**config.mk**
```make
export PLATFORM = sky130hd
export DESIGN_NAME = fixed_pow
export DESIGN_NICKNAME = d
export VERILOG_FILES = /design/src/rtl/fixed_pow.sv
export SDC_FILE = /design/constraint.sdc
export NUM_CORES = 1
export LEC_CHECK = 0
export CELL_PAD_IN_SITES_DETAIL_PLACEMENT = 0
export CELL_PAD_IN_SITES_GLOBAL_PLACEMENT = 1
export CORE_UTILIZATION = 30
export DETAILED_ROUTE_END_ITERATION = 16
export GPL_TIMING_DRIVEN = 0
export PLACE_DENSITY_LB_ADDON = 0.1
export SYNTH_ARGS = -nofsm -noshare
export SYNTH_HDL_FRONTEND = slang
export SYNTH_SLANG_ARGS = --single-unit
```
**constraint.sdc**
```tcl
create_clock -name clk -period 9.13 [get_ports clk]
set_input_delay 0.913 -clock clk [delete_from_list [all_inputs] [get_ports clk]]
set_output_delay 0.913 -clock clk [all_outputs]
set_load 0.01 [all_outputs]
```
**src/rtl/fixed_pow.sv**
```systemverilog
// Iterative Q10.10 power unit: out_data = in_data_1 ^ in_data_2, saturated to MAXV.
// Optional build macro FIXED_POW_ROUND_EN selects round-half-up instead of truncation.
module fixed_pow #(
   parameter logic [19:0] ONE  = 20'h00400,
   parameter logic [19:0] MAXV = 20'hFFFFF
) (
   input  logic        clk,
   input  logic        rst_n,
   input  logic        in_valid,
   input  logic [19:0] in_data_1,
   input  logic [2:0]  in_data_2,
   output logic        out_valid,
   output logic [19:0] out_data,
   output logic        out_ovf
);

   // Handshake: in_valid is a single-cycle strobe that is taken only in IDLE
   // (strobes during MUL are dropped); out_valid is a single-cycle strobe and
   // out_data/out_ovf read 0 in every cycle where out_valid is low.
   typedef enum logic {IDLE, MUL} state_t;

   state_t      state;
   logic [19:0] x_q;
   logic [19:0] acc;
   logic [2:0]  cnt;
   logic        sat;

`ifdef FIXED_POW_ROUND_EN
   localparam logic [39:0] RND = 40'd512;
`else
   localparam logic [39:0] RND = 40'd0;
`endif

   logic [39:0] prod;
   logic [39:0] shifted;
   logic        res_ovf;

   // (2^20-1)^2 + 2^9 still fits in 40 bits, so the rounding add cannot wrap.
   always_comb begin
      prod    = 40'(acc) * 40'(x_q);
      shifted = (prod + RND) >> 10;
      res_ovf = |shifted[39:20];
   end

   always_ff @(posedge clk or negedge rst_n) begin
      if (!rst_n) begin
         state     <= IDLE;
         x_q       <= '0;
         acc       <= '0;
         cnt       <= '0;
         sat       <= 1'b0;
         out_valid <= 1'b0;
         out_data  <= '0;
         out_ovf   <= 1'b0;
      end else begin
         out_valid <= 1'b0;
         out_data  <= '0;
         out_ovf   <= 1'b0;
         case (state)
            IDLE: begin
               if (in_valid) begin
                  x_q   <= in_data_1;
                  cnt   <= in_data_2;
                  acc   <= ONE;
                  sat   <= 1'b0;
                  state <= MUL;
               end
            end
            MUL: begin
               if (cnt != 3'd0) begin
                  // Once saturated, stay pinned at MAXV for the remaining steps.
                  if (res_ovf || sat) begin
                     acc <= MAXV;
                     sat <= 1'b1;
                  end else begin
                     acc <= shifted[19:0];
                  end
                  cnt <= cnt - 3'd1;
               end else begin
                  out_valid <= 1'b1;
                  out_data  <= acc;
                  out_ovf   <= sat;
                  state     <= IDLE;
               end
            end
            default: state <= IDLE;
         endcase
      end
   end

endmodule

```
# Word level (Yosys, flattened, before mapping)
# Cells that the tools add are included.
[word_totals]
reg_bits = 67
latch_bits = 0
ram_bits = 0
rom_bits = 0
input_bits = 26
out_inout_bits = 22
wordCells = 40
memories = 0
[op_classes]
addsub = 1
n_mul = 1
div_mod_pow = 0
order_cmp = 0
eq_ne = 3
n_shift = 0
muxes = 20
n_bitwise = 1
reduce_logical = 6
[op_table]
columns = ["operator", "count"]
rows = [
  ["two-way mux 20 bit", 5],
  ["multiplier 20 x 20 -> 40 bit", 1],
  ["case mux 20 bit (2 select lines)", 1],
  ["OR reduction 10 bit", 1],
  ["two-way mux 1 bit", 9],
  ["two-way mux 3 bit", 2],
  ["case mux 3 bit (2 select lines)", 1],
  ["!= test 2 x 1 -> 1 bit (second input constant)", 2],
  ["case mux 1 bit (2 select lines)", 2],
  ["AND reduction 2 bit", 2],
  ["AND reduction 3 bit", 1],
  ["nonzero test 3 bit", 1],
  ["subtractor 3 x 1 -> 3 bit (second input constant)", 1],
  ["!= test 2 bit (second input constant)", 1],
  ["logical OR 1 bit", 1],
  ["NOT 1 bit", 1],
]

# Logic depth before layout (Yosys ltp)
[logic_depth]
ltp_word = 6
ltp_mapped = 28
ltp_nobuf = 25

# Worst setup path after synthesis
# Ideal clock, no wire load.
[synth_path]
kind = "reg-to-reg"
startpoint = "register acc[10]"
endpoint = "register acc[10]"
arrival_ns = 6.675
setup_slack_ns = 2.314
path_stages_with_launch = 27
synth_period_minus_slack_ns = 6.816
path_cell_list = "dfrtp_1 -> clkbuf_1 -> and2_1 -> fa_1 -> fa_1 -> inv_1 -> fa_1 -> inv_1 -> fa_1 -> inv_1 -> fa_1 -> inv_1 -> fa_1 -> inv_1 -> fa_1 -> inv_1 -> ha_1 -> a21oi_1 -> o21bai_1 -> a21oi_1 -> o32ai_1 -> or3_1 -> a221o_1 -> nor4_1 -> and4_1 -> buf_4 -> a31oi_1"
[synth_between]
elab_chain_len = 6
[synth_rtl]
columns = ["item", "line", "text"]
rows = [
  ["start, declared", "24", "logic [19:0] acc;"],
  ["start signal, assigned", "76", "acc <= shifted[19:0];"],
  ["multiplier 20 x 20 -> 40 bit (*)", "40", "prod = 40'(acc) * 40'(x_q);"],
  ["OR reduction 10 bit", "42", "res_ovf = |shifted[39:20];"],
  ["logical OR 1 bit", "72", "if (res_ovf || sat) begin"],
  ["two-way mux 20 bit (*)", "72", ""],
  ["two-way mux 20 bit (*)", "70", "if (cnt != 3'd0) begin"],
  ["case mux 20 bit (2 select lines) (*)", "59", "case (state)"],
]
# Every way passes the cells marked *; elsewhere a longest branch is shown, timed or not. The select of a mux whose other input is x is not followed.
# A chain may end at the register's enable or synchronous reset.

# Worst setup path after layout
[layout_path]
startpoint = "register acc[6]"
endpoint = "register acc[3]"
# The elaborated chain is that of the path after synthesis.

==> flow_summary_export.csv <==
group,metric,value,unit
clocking,post_cts_buffers,0,
logic_synthesis,yosysUniqueCellTypes,57,
clocking,cts-root-buf,"clkbuf_16",
global_route,grt_pass1_vias,13870,
worst_setup_path,endpoint_kind,"register",
worst_setup_path,rr_endpoint,"acc[3]",
sta,fmax,0.1174,GHz
clocking,htreeDepth,3,
cells_and_area,syn_to_final_growth,10.60,%
worst_hold_path,hold_path.class,"primary input to async pin",
die,core_region_area,52970,um^2
route,vias,12420,
worst_setup_path,reg2reg_depth,25,
worst_setup_path,timing_worst_setup_path_type,"register to register",
worst_setup_path,r2r-start,"acc[6]",
clocking,clock_latency,0.38,ns
logic_synthesis,ys_async_sr_fraction,100.0,%
clocking,cts_made_buffers,9,
clocking,cts_tree,"done",
logic_synthesis,yosysSeqAreaShare,10.36,%
logic_synthesis,yosys_warnings,0,
logic_synthesis,synth_nets,2309,
worst_setup_path,r2r_slack,0.61,ns
logic_synthesis,yosysTopAreaCell,"fa_1",
global_route,gr-total-overflow,0,
die,die_x,234.3,um
route,wl,56920,um
die,die_h,234.3,um
place,dp_hpwl,47410,um
cells_and_area,final_cell_mix,"inv_1 (356), fa_1 (319), and2_1 (274)",
clocking,ctsResizeCount,0,
die,dieArea,54890,um^2
route,viasPerCell,4.826,
sta,tns,0,ns
worst_setup_path,critPathLaunchType,"register",
sta,fin_skew,0.007581,ns
sta,setup_viol,0,
logic_synthesis,synth_seq_cells,67,
route,drtIter0Drc,635,
worst_setup_path,crit_end,"acc[3]",
logic_synthesis,synthTopCellsByArea,"fa_1 (39%), ha_1 (12%), and2_1 (11%)",
worst_setup_path,critPathMaxFanout,10,
cells_and_area,drive_gt1_share,1.597,%
logic_synthesis,syn_inst,1814,
worst_setup_path,crit_path_start,"acc[6]",
sta,layout_min_cycle_time,8.518,ns
clocking,clockBufferDepth,2,
worst_setup_path,required,9.35,ns
sta,worst_slew_pin_slew,1.128,ns
sta,final_max_slew_viol_count,0,
die,rows,84,
route,wl_per_cell,22.12,um
logic_synthesis,synth_top_area_share,39.45,%
route,first_pass_iters,5,
place,gp_congestion,0.8505,
worst_setup_path,arrival,8.74,ns
cells_and_area,nets,2368,
sta,rsz0062_at_grt,"false",
job,drv_cap,0,
logic_synthesis,synth_top_flop_cell,"dfrtp_1",
logic_synthesis,synth_edf_count,0,
global_route,grt_pass1_wl,87700,um
global_route,antenna_found_initial,8,
die,ios,48,
route,post-route-drc-count,0,
place,portBuffers,47,
die,initial_core_util,30.56,%
clocking,clk_pin_slew_worst_paths,0.06,ns
clocking,cts_hold_buf,0,
sta,slew_headroom,24.82,%
global_route,grt_use_total,22.13,%
logic_synthesis,synth.avg_cell_area,8.923,um^2
cells_and_area,final_common_cell,"inv_1",
global_route,grt_max_degree,49,
route,final_antenna_net_count,0,
sta,timing.final.crit_share,93.30,%
sta,hold_viol_final,0,
clocking,cts.sinks,67,
logic_synthesis,mappedNetlistArea,16190,um^2
status,outcome,"finished, final reports clean",
## sequential cells by signal, summed over array words and instances (netlist names)
register,cells
acc,20
out_data,20
x_q,20
cnt,3
out_ovf,1
out_valid,1
sat,1
state,1
## logic make-up (layout without fill, tap and decap cells)
group | after synthesis | after routing | synth area share [%]
AOI/OAI and AO/OA | 170 | 170 | 6.493
xor gates and xnor gates | 28 | 28 | 1.515
adders and majority gates | 469 | 469 | 51.05
buffers and inverters | 464 | 528 | 10.81
DFF | 67 | 67 | 10.36
muxes | 3 | 3 | 0.1932
other | 0 | 7 | 0
and+or+nand+nor | 613 | 613 | 19.58
## cell type report
class / instances / area [um^2]
Inverter: 356 / 1336
Buffer: 108 / 414.1
Antenna cell: 7 / 17.52
Sequential cell: 67 / 1677
Clock buffer: 10 / 229.0
Fill cell: 5750 / 35070
Clock inverter: 6 / 112.6
Multi-Input combinational cell: 1283 / 12760
Timing Repair Buffer: 48 / 495.5
Tap cell: 688 / 860.8
## routing by layer
layer  routed length [um]  track usage, %
met4                 1163           5.540
met2                27950           38.07
met3                 1809           2.055
met5                    0               0
met1                26000           29.72
## cells in the mapped netlist (2+ instances only)
cell type / count
a21oi_1: 64
o22ai_1: 4
o32ai_1: 2
o21bai_1: 5
a2111oi_0: 2
nand2_1: 247
xnor2_1: 18
ha_1: 150
fa_1: 319
o21ai_0: 28
dfrtp_1: 67
a21o_1: 10
or2_2: 2
nor4_1: 6
nand3_1: 9
o211ai_1: 3
xor2_1: 10
mux2i_1: 2
buf_4: 2
o21ai_1: 3
or3_1: 4
nor3_1: 10
a31oi_1: 29
and2_1: 274
nand3b_1: 3
and4_1: 2
nand2b_1: 3
and3_1: 9
nor2b_1: 3
nand4_1: 13
clkbuf_1: 104
a211oi_1: 5
inv_1: 356
o221ai_1: 3
nor2_1: 21
## how the worst min path moves through the flow
stage / from / end / slack [ns]
global route: rst_n / out_data[10] / 0.44
floorplan: sat / out_ovf / 0.50
global placement: sat / out_ovf / 0.54
detailed placement: sat / out_ovf / 0.54
finish: rst_n / out_data[19] / 0.43
CTS: rst_n / out_data[19] / 0.42
## worst max-delay path, cell delays in order (launching register included)
cell and delay [ns]:
dfrtp_1 0.49, clkbuf_1 0.83, and2_1 0.27, fa_1 0.41
inv_1 0.08, fa_1 0.44, fa_1 0.50, fa_1 0.54
inv_1 0.06, fa_1 0.46, fa_1 0.59, inv_1 0.08
fa_1 0.49, inv_1 0.04, ha_1 0.27, clkbuf_1 0.19
a21oi_1 0.23, o21ai_0 0.19, a21oi_1 0.33, nand3b_1 0.23
or3_1 0.39, a221o_1 0.34, nor4_1 0.26, and4_1 0.29
buf_4 0.23, a31oi_1 0.11
## metrics by stage
step           cells  hold slack (ns)  cell area, um^2  worst slack, ns  util, %
6_report        2573           0.4295            17900           0.6118    33.80
5_1_grt         2566           0.4387            17880           0.2661    33.76
2_1_floorplan   1814           0.4985            16190            2.314        -
3_5_place_dp    2550           0.5387            17540           0.6308    33.12
3_3_place_gp    2549           0.5397            17520           0.6245    33.07
4_1_cts         2566           0.4247            17880           0.6203    33.76
Power is left out: the tool's default activity adds up to more than one toggle a clock period on the data nets, which glitch-free logic cannot reach.
